[src/rtl/data_mem_arbiter.sv]
// Two-port data memory arbiter: pipeline port A normally wins, loader port B is
// protected from starvation and may lock the memory for bounded write/read bursts.
module data_mem_arbiter #(
  parameter int MAX_WAIT  = 4,
  parameter int BURST_MAX = 8
) (
  input  logic       clk,
  input  logic       reset,
  input  logic       flush,
  input  logic       req_a,
  input  logic       we_a,
  input  logic [7:0] addr_a,
  input  logic [7:0] wdata_a,
  input  logic       req_b,
  input  logic       we_b,
  input  logic       b_lock,
  input  logic [7:0] addr_b,
  input  logic [7:0] wdata_b,
  output logic       gnt_a,
  output logic       gnt_b,
  output logic       rvalid_a,
  output logic       rvalid_b,
  output logic [7:0] rdata_a,
  output logic [7:0] rdata_b,
  output logic       mem_en,
  output logic       mem_we,
  output logic [7:0] mem_addr,
  output logic [7:0] mem_wdata,
  input  logic [7:0] mem_rdata,
  output logic       starve_b
);

  localparam int WW = $clog2(MAX_WAIT + 1);
  localparam int BW = $clog2(BURST_MAX + 1);
  localparam logic [WW-1:0] WAIT_LIMIT  = WW'(MAX_WAIT);
  localparam logic [BW-1:0] BURST_LIMIT = BW'(BURST_MAX);

  typedef enum logic {ARB, BURST_B} state_t;

  state_t        r_state;
  state_t        w_state_next;
  logic [WW-1:0] r_wait_b;
  logic [BW-1:0] r_burst_cnt;
  logic [BW-1:0] w_burst_next;
  logic [BW-1:0] w_burst_inc;
  logic          w_eff_a;
  logic          w_gnt_a;
  logic          w_gnt_b;
  logic          r_rvalid_a;
  logic          r_rvalid_b;
  logic [7:0]    r_rdata_a;
  logic [7:0]    r_rdata_b;

  assign w_eff_a     = req_a & ~flush;
  assign w_burst_inc = r_burst_cnt + 1'b1;
  assign starve_b    = (r_wait_b == WAIT_LIMIT);

  always_comb begin
    w_gnt_a      = 1'b0;
    w_gnt_b      = 1'b0;
    w_state_next = r_state;
    w_burst_next = r_burst_cnt;
    case (r_state)
      ARB: begin
        if (w_eff_a && !starve_b) begin
          w_gnt_a = 1'b1;
        end else if (req_b) begin
          w_gnt_b = 1'b1;
          if (b_lock && BURST_MAX > 1) begin
            w_state_next = BURST_B;
            w_burst_next = BW'(1);
          end
        end
      end
      BURST_B: begin
        if (req_b) begin
          w_gnt_b      = 1'b1;
          w_burst_next = w_burst_inc;
        end
        // The closing grant still completes; only the lock is released.
        if (!b_lock || !req_b || w_burst_inc == BURST_LIMIT) begin
          w_state_next = ARB;
          w_burst_next = '0;
        end
      end
      default: w_state_next = ARB;
    endcase
  end

  assign gnt_a = w_gnt_a & reset;
  assign gnt_b = w_gnt_b & reset;

  always_comb begin
    mem_en    = gnt_a | gnt_b;
    mem_we    = 1'b0;
    mem_addr  = 8'h00;
    mem_wdata = 8'h00;
    if (gnt_a) begin
      mem_we    = we_a;
      mem_addr  = addr_a;
      mem_wdata = wdata_a;
    end else if (gnt_b) begin
      mem_we    = we_b;
      mem_addr  = addr_b;
      mem_wdata = wdata_b;
    end
  end

  always_ff @(posedge clk or negedge reset) begin
    if (!reset) begin
      r_state     <= ARB;
      r_burst_cnt <= '0;
      r_wait_b    <= '0;
      r_rvalid_a  <= 1'b0;
      r_rvalid_b  <= 1'b0;
      r_rdata_a   <= 8'h00;
      r_rdata_b   <= 8'h00;
    end else begin
      r_state     <= w_state_next;
      r_burst_cnt <= w_burst_next;
      if (req_b && !gnt_b) begin
        r_wait_b <= starve_b ? r_wait_b : r_wait_b + 1'b1;
      end else begin
        r_wait_b <= '0;
      end
      r_rvalid_a <= gnt_a & ~we_a;
      r_rvalid_b <= gnt_b & ~we_b;
      if (r_rvalid_a) r_rdata_a <= mem_rdata;
      if (r_rvalid_b) r_rdata_b <= mem_rdata;
    end
  end

  // Read data arrives from memory in the rvalid cycle; the registers only hold it afterwards.
  assign rvalid_a = r_rvalid_a;
  assign rvalid_b = r_rvalid_b;
  assign rdata_a  = r_rvalid_a ? mem_rdata : r_rdata_a;
  assign rdata_b  = r_rvalid_b ? mem_rdata : r_rdata_b;

endmodule

[config.mk]
export PLATFORM = sky130hd
export DESIGN_NAME = data_mem_arbiter
export DESIGN_NICKNAME = d
export VERILOG_FILES = /design/src/rtl/data_mem_arbiter.sv
export SDC_FILE = /design/constraint.sdc
export NUM_CORES = 1
export LEC_CHECK = 0
export CORE_AREA = 2 2 64 66
export DETAILED_ROUTE_END_ITERATION = 10
export DIE_AREA = 0 0 66 68
export PLACE_DENSITY = 0.9
export REMOVE_ABC_BUFFERS = 1
export SLEW_MARGIN = 30
export SYNTH_ARGS = -nofsm -noshare
export SYNTH_HDL_FRONTEND = slang
export SYNTH_SLANG_ARGS = --single-unit
[constraint.sdc]
create_clock -name clk -period 2.1 [get_ports clk]
set_input_delay 0.315 -clock clk [delete_from_list [all_inputs] [get_ports clk]]
set_output_delay 0.315 -clock clk [all_outputs]
set_load 0.1 [all_outputs]
[Word-level counts from Yosys, hierarchy flattened]
Cells that the tools add are included.
Cells by class
  add/sub/neg operators: 2
  equality and inequality tests: 7
  mux-type cells: 26
  bitwise operators: 10
  reductions and logical operators: 9
Operators with widths (count)
  8-bit two-way mux: 6
  4-bit two-way mux: 5
  1-bit two-way mux: 10
  2-bit inequality test (second input constant): 4
  4-bit case mux with 2 select lines: 1
  3-bit two-way mux: 2
  1-bit AND: 5
  4-bit by 1-bit adder with 4-bit output (second input constant): 1
  4-bit equality test (second input constant): 1
  1-bit logical NOT: 4
  1-bit inverter: 4
  1-bit case mux with 2 select lines: 2
  4-bit AND reduction: 1
  3-bit by 1-bit adder with 3-bit output (second input constant): 1
  3-bit equality test (second input constant): 1
  3-bit by 2-bit inequality test with 1-bit output (second input constant): 1
  1-bit logical AND: 2
  1-bit logical OR: 2
  1-bit bitwise OR: 1
Word-level totals
  bits in registers: 26
  input port bits: 48
  output and inout port bits: 39
  logic and storage cells: 61

[Logic depth before layout (Yosys ltp)]
  word-level depth: 9
  gate-level depth with buffers: 8
  mapped depth without buffers: 6

[Worst setup path after synthesis]
No wires, ideal clock.
  kind: reg-to-output
  start: register r_wait_b[0]
  end: output mem_addr[0]
  data arrival time: 2436 ps
  data required time: 1785 ps
  setup slack: -651 ps
  cell stages (with the launch flop): 8
  buffers on the path: 1
  path through: dfrtp_1 > inv_1 > ha_1 > nand2_2 > and3_4 > nor2_4 > buf_2 > a22o_1
Between the ends
  longest elaborated chain between the ends: 8
  elaborated cells on any way between the ends: 11
  classes of those cells: eq/ne (1); mux (6); bitwise (2); reduce/logical (2)
Ends and longest elaborated chain
  start, declared: RTL line 42  | logic [WW-1:0] r_wait_b;
  start signal, assigned: RTL line 122  | r_wait_b <= starve_b ? r_wait_b : r_wait_b + 1'b1;
  3-bit equality test: RTL line 56  | assign starve_b = (r_wait_b == WAIT_LIMIT);
  1-bit logical NOT: RTL line 65  | if (w_eff_a && !starve_b) begin
  1-bit logical AND: RTL line 65
  1-bit two-way mux: RTL line 65
  1-bit case mux with 2 select lines: RTL line 63  | case (r_state)
  1-bit AND: RTL line 91  | assign gnt_b = w_gnt_b & reset;
  net gnt_b: RTL line 20  | output logic gnt_b,
  8-bit two-way mux: RTL line 102  | end else if (gnt_b) begin
  8-bit two-way mux: RTL line 98  | if (gnt_a) begin
  end, declared: RTL line 27  | output logic [7:0] mem_addr,
The timed path passes the listed nets, and every way through them passes these cells.

[Worst setup path in the final report]
  start: register r_wait_b[1]
  end: output mem_addr[6]
Between the ends
  longest elaborated chain between the ends: 8
  elaborated cells on any way between the ends: 11
  classes of those cells: eq/ne (1); mux (6); bitwise (2); reduce/logical (2)
Ends and longest elaborated chain (RTL line)
  3-bit equality test *: 56
  1-bit logical NOT *: 65
  1-bit logical AND *: 65
  1-bit two-way mux: 65
  1-bit case mux with 2 select lines: 63
  1-bit AND: 91
  8-bit two-way mux: 102
  8-bit two-way mux *: 98
Mark *: on every way between the ends. The rest lies on a longest branch, timed or not.

==> flow_metrics.env <==
export IMPL_post_route_min_period_ns=2.24
export IMPL_synth_cell_types=28
export IMPL_hold_ws_ns=0.144
export IMPL_maxSlewViolCount=0
export IMPL_drtIter0Drc=51
export IMPL_synthMuxAreaShare_pct=14.3
export IMPL_crit_required_ns=1.78
export IMPL_grt_pass1_wl_um=7670
export IMPL_synth_compound_area_share_pct=16.8
export IMPL_die_w_um=66
export IMPL_r2r_cells=8
export IMPL_antenna_found_initial=0
export IMPL_place_gp_congestion=0.821
export IMPL_ys_seq_area_share_pct=48.8
export IMPL_fin_crit_sh_pct=107
export IMPL_timing_fmax_ghz=0.446
export IMPL_critPathLaunchType="flip-flop"
export IMPL_ios=87
export IMPL_hold_class="input pin to asynchronous set/reset pin"
export IMPL_arrival_ns=1.93
export IMPL_cts_sinks=26
export IMPL_portBuffers=86
export IMPL_routed_via_density=5.25
export IMPL_die_h_um=68
export IMPL_fin_skew_ns=0.00145
export IMPL_status="complete, but fails checks"
export IMPL_overflow=0
export IMPL_drtAntennaViolNets=0
export IMPL_area_growth_pct=123
export IMPL_end_kind="primary output"
export IMPL_critPathKind="flip-flop to primary output"
export IMPL_synth_fa_ha_area_share_pct=3.75
export IMPL_holdBufCountCts=0
export IMPL_synth_xor_xnor_area_share_pct=2.63
export IMPL_core_region_area_um2=3860
export IMPL_htreeDepth=1
export IMPL_violations="negative setup slack"
export IMPL_synth_top_family_by_area="compound AO/OA/AOI/OAI gates"
export IMPL_final_common_cell="clkdlybuf4s50_1"
export IMPL_hold_violations=0
export IMPL_row_count=23
export IMPL_synth_warnings=0
export IMPL_regArea_um2=651
export IMPL_multi_input_area_um2=776
export IMPL_worst_slew_pin_transition_ns=0.485
export IMPL_drc_errors=0
export IMPL_wl_um=5400
export IMPL_cp_max_fo=6
export IMPL_grt_pass1_vias=1438
export IMPL_insertion_delay_ns=0.27
export IMPL_fin_area_um2=2970
export IMPL_power_leakage_nw=1.31
export IMPL_ff2ff_setup_slack_ns=0.53
export IMPL_nNetsFinal=266
export IMPL_root_buffer="clkbuf_8"
export IMPL_start_util_pct=34.6
export IMPL_cts_clk_slew_worst_paths_ns=0.09
export IMPL_place_area_um2=2650
export IMPL_drive_gt1_share_pct=44.6
export IMPL_syn_inst=112
export IMPL_power_density_nw_per_um2=886
export IMPL_grt_max_degree=25
export IMPL_syn_cell_area_um2=1330
export IMPL_cap_violations=0
export IMPL_first_pass_iters=4
export IMPL_grt_total_usage_pct=23.1
export IMPL_clockBufferDepth=2
export IMPL_avgSynthCellArea_um2=11.9
export IMPL_setup_tns_final_ns=-1.60
export IMPL_ir_worst_vdd_mv=0.344
export IMPL_synth_seq_cells=26
export IMPL_rr_endpoint="r_burst_cnt[1]$_DFFE_PN0P_"
export IMPL_r2r_start="r_wait_b[1]$_DFFE_PN0P_"
export IMPL_fp_dieArea_um2=4490
export IMPL_maxSlewHeadroom_pct=67.7
export IMPL_num_fill_cells=220
export IMPL_numCtsBuffers=3
export IMPL_hpwl_um=3270
export IMPL_cts_tree="done"
export IMPL_num_antenna_cells=0
export IMPL_rsz0062_at_grt="true"
export IMPL_vias=1381
export IMPL_finalSetupViolations=17
export IMPL_setup_slack_ns=-0.141
export IMPL_final_cell_mix="clkdlybuf4s50_1 (46), buf_12 (40), dfrtp_1 (26)"
export IMPL_synth_simple_area_share_pct=10.0
export IMPL_wl_per_cell_um=20.5
[what timing repair did]
action                                  4_1_cts  5_1_grt
gates cloned                                  3        1
pin swaps                                     9        0
endpoints found under the setup margin       18       18
buffers inserted                              5        3
gates resized for setup                      16        5
[metal layers]
layer | wire length, µm | track usage [%]
met1 | 2100 | 27.0
met2 | 2950 | 44.7
met3 | 200 | 3.62
met4 | 142 | 5.10
met5 | 0 | 0
[worst max-delay path, stage by stage (launching register included)]
cell and delay [ns]:
dfrtp_1 0.41, inv_1 0.08, ha_2 0.18, nand2_2 0.06, and3_4 0.19, buf_6 0.12
and2_4 0.18, a22o_4 0.27, buf_12 0.16
[cells by family after synthesis]
kind of cell / count (synthesis)
fa+ha+maj: 4
simple gates: 25
compound gates: 28
buf+inv: 8
flops: 26
mux: 17
xor+xnor: 4
[worst max-delay path by stage]
| stage | startpoint | endpoint | slack (ns) | cells past startpoint |
|---|---|---|---|---|
| final | r_wait_b[1]$_DFFE_PN0P_ | mem_addr[6] | -0.14 | 8 |
| after global routing | r_wait_b[1]$_DFFE_PN0P_ | mem_addr[6] | -0.19 | 8 |
| after CTS | r_wait_b[1]$_DFFE_PN0P_ | mem_addr[6] | -0.08 | 8 |
| after detailed placement | flush | mem_addr[6] | -0.04 | 6 |
| after global placement | flush | mem_addr[5] | 0.01 | 6 |
| after floorplan | r_wait_b[0]$_DFFE_PN0P_ | mem_addr[0] | -0.65 | 6 |
[power by group]
| part | switching (mW) | internal (mW) | total, mW |
|---|---|---|---|
| Sequential | 0.0412 | 0.584 | 0.626 |
| Combinational | 0.986 | 0.600 | 1.59 |
| Clock | 0.163 | 0.255 | 0.418 |
[metrics by stage]
step | std cells | setup slack [ns] | util [%] | power, mW
4_1_cts | 259 | -0.0807 | 75.4 | 2.60
2_1_floorplan | 107 | -0.646 | - | 1.53
3_5_place_dp | 247 | -0.0384 | 68.8 | 2.15
5_1_grt | 263 | -0.186 | 77.0 | 2.70
6_report | 263 | -0.141 | 77.0 | 2.63
3_3_place_gp | 247 | 0.0138 | 68.8 | 2.12
[cell usage after synthesis (all sizes together)]
cell type  count  area (µm²)
a21oi          1        5.00
a22o          19         166
a31oi          3        18.8
and2           1        8.76
and2b          1        7.51
and3           1        11.3
buf            3        31.3
clkbuf         2        7.51
dfrtp         26         651
ha             4        50.1
inv            3        11.3
mux2          16         180
mux2i          1        10.0
nand2          8        32.5
nand3          5        25.0
nor2           6        32.5
nor2b          1        6.26
nor3           2        10.0
o21a           2        15.0
o21ai          2        10.0
o2bb2ai        1        8.76
xnor2          3        26.3
xor2           1        8.76
[registers in the layout, summed over array words and instances (netlist names)]
| register | count |
|---|---|
| r_burst_cnt | 4 |
| r_rdata_a | 8 |
| r_rdata_b | 8 |
| r_state | 1 |
| r_wait_b | 3 |
| rvalid_a | 1 |
| rvalid_b | 1 |
[final cells by class]
type / instances / area share [%]
inverter: 3 / 0.379
clock buffer: 3 / 1.39
multi-input combinational: 80 / 26.1
clock inverter: 1 / 1.01
tap: 50 / 2.11
timing repair buffer: 100 / 47.0
sequential: 26 / 21.9
Power figures use the tool's default switching activity.
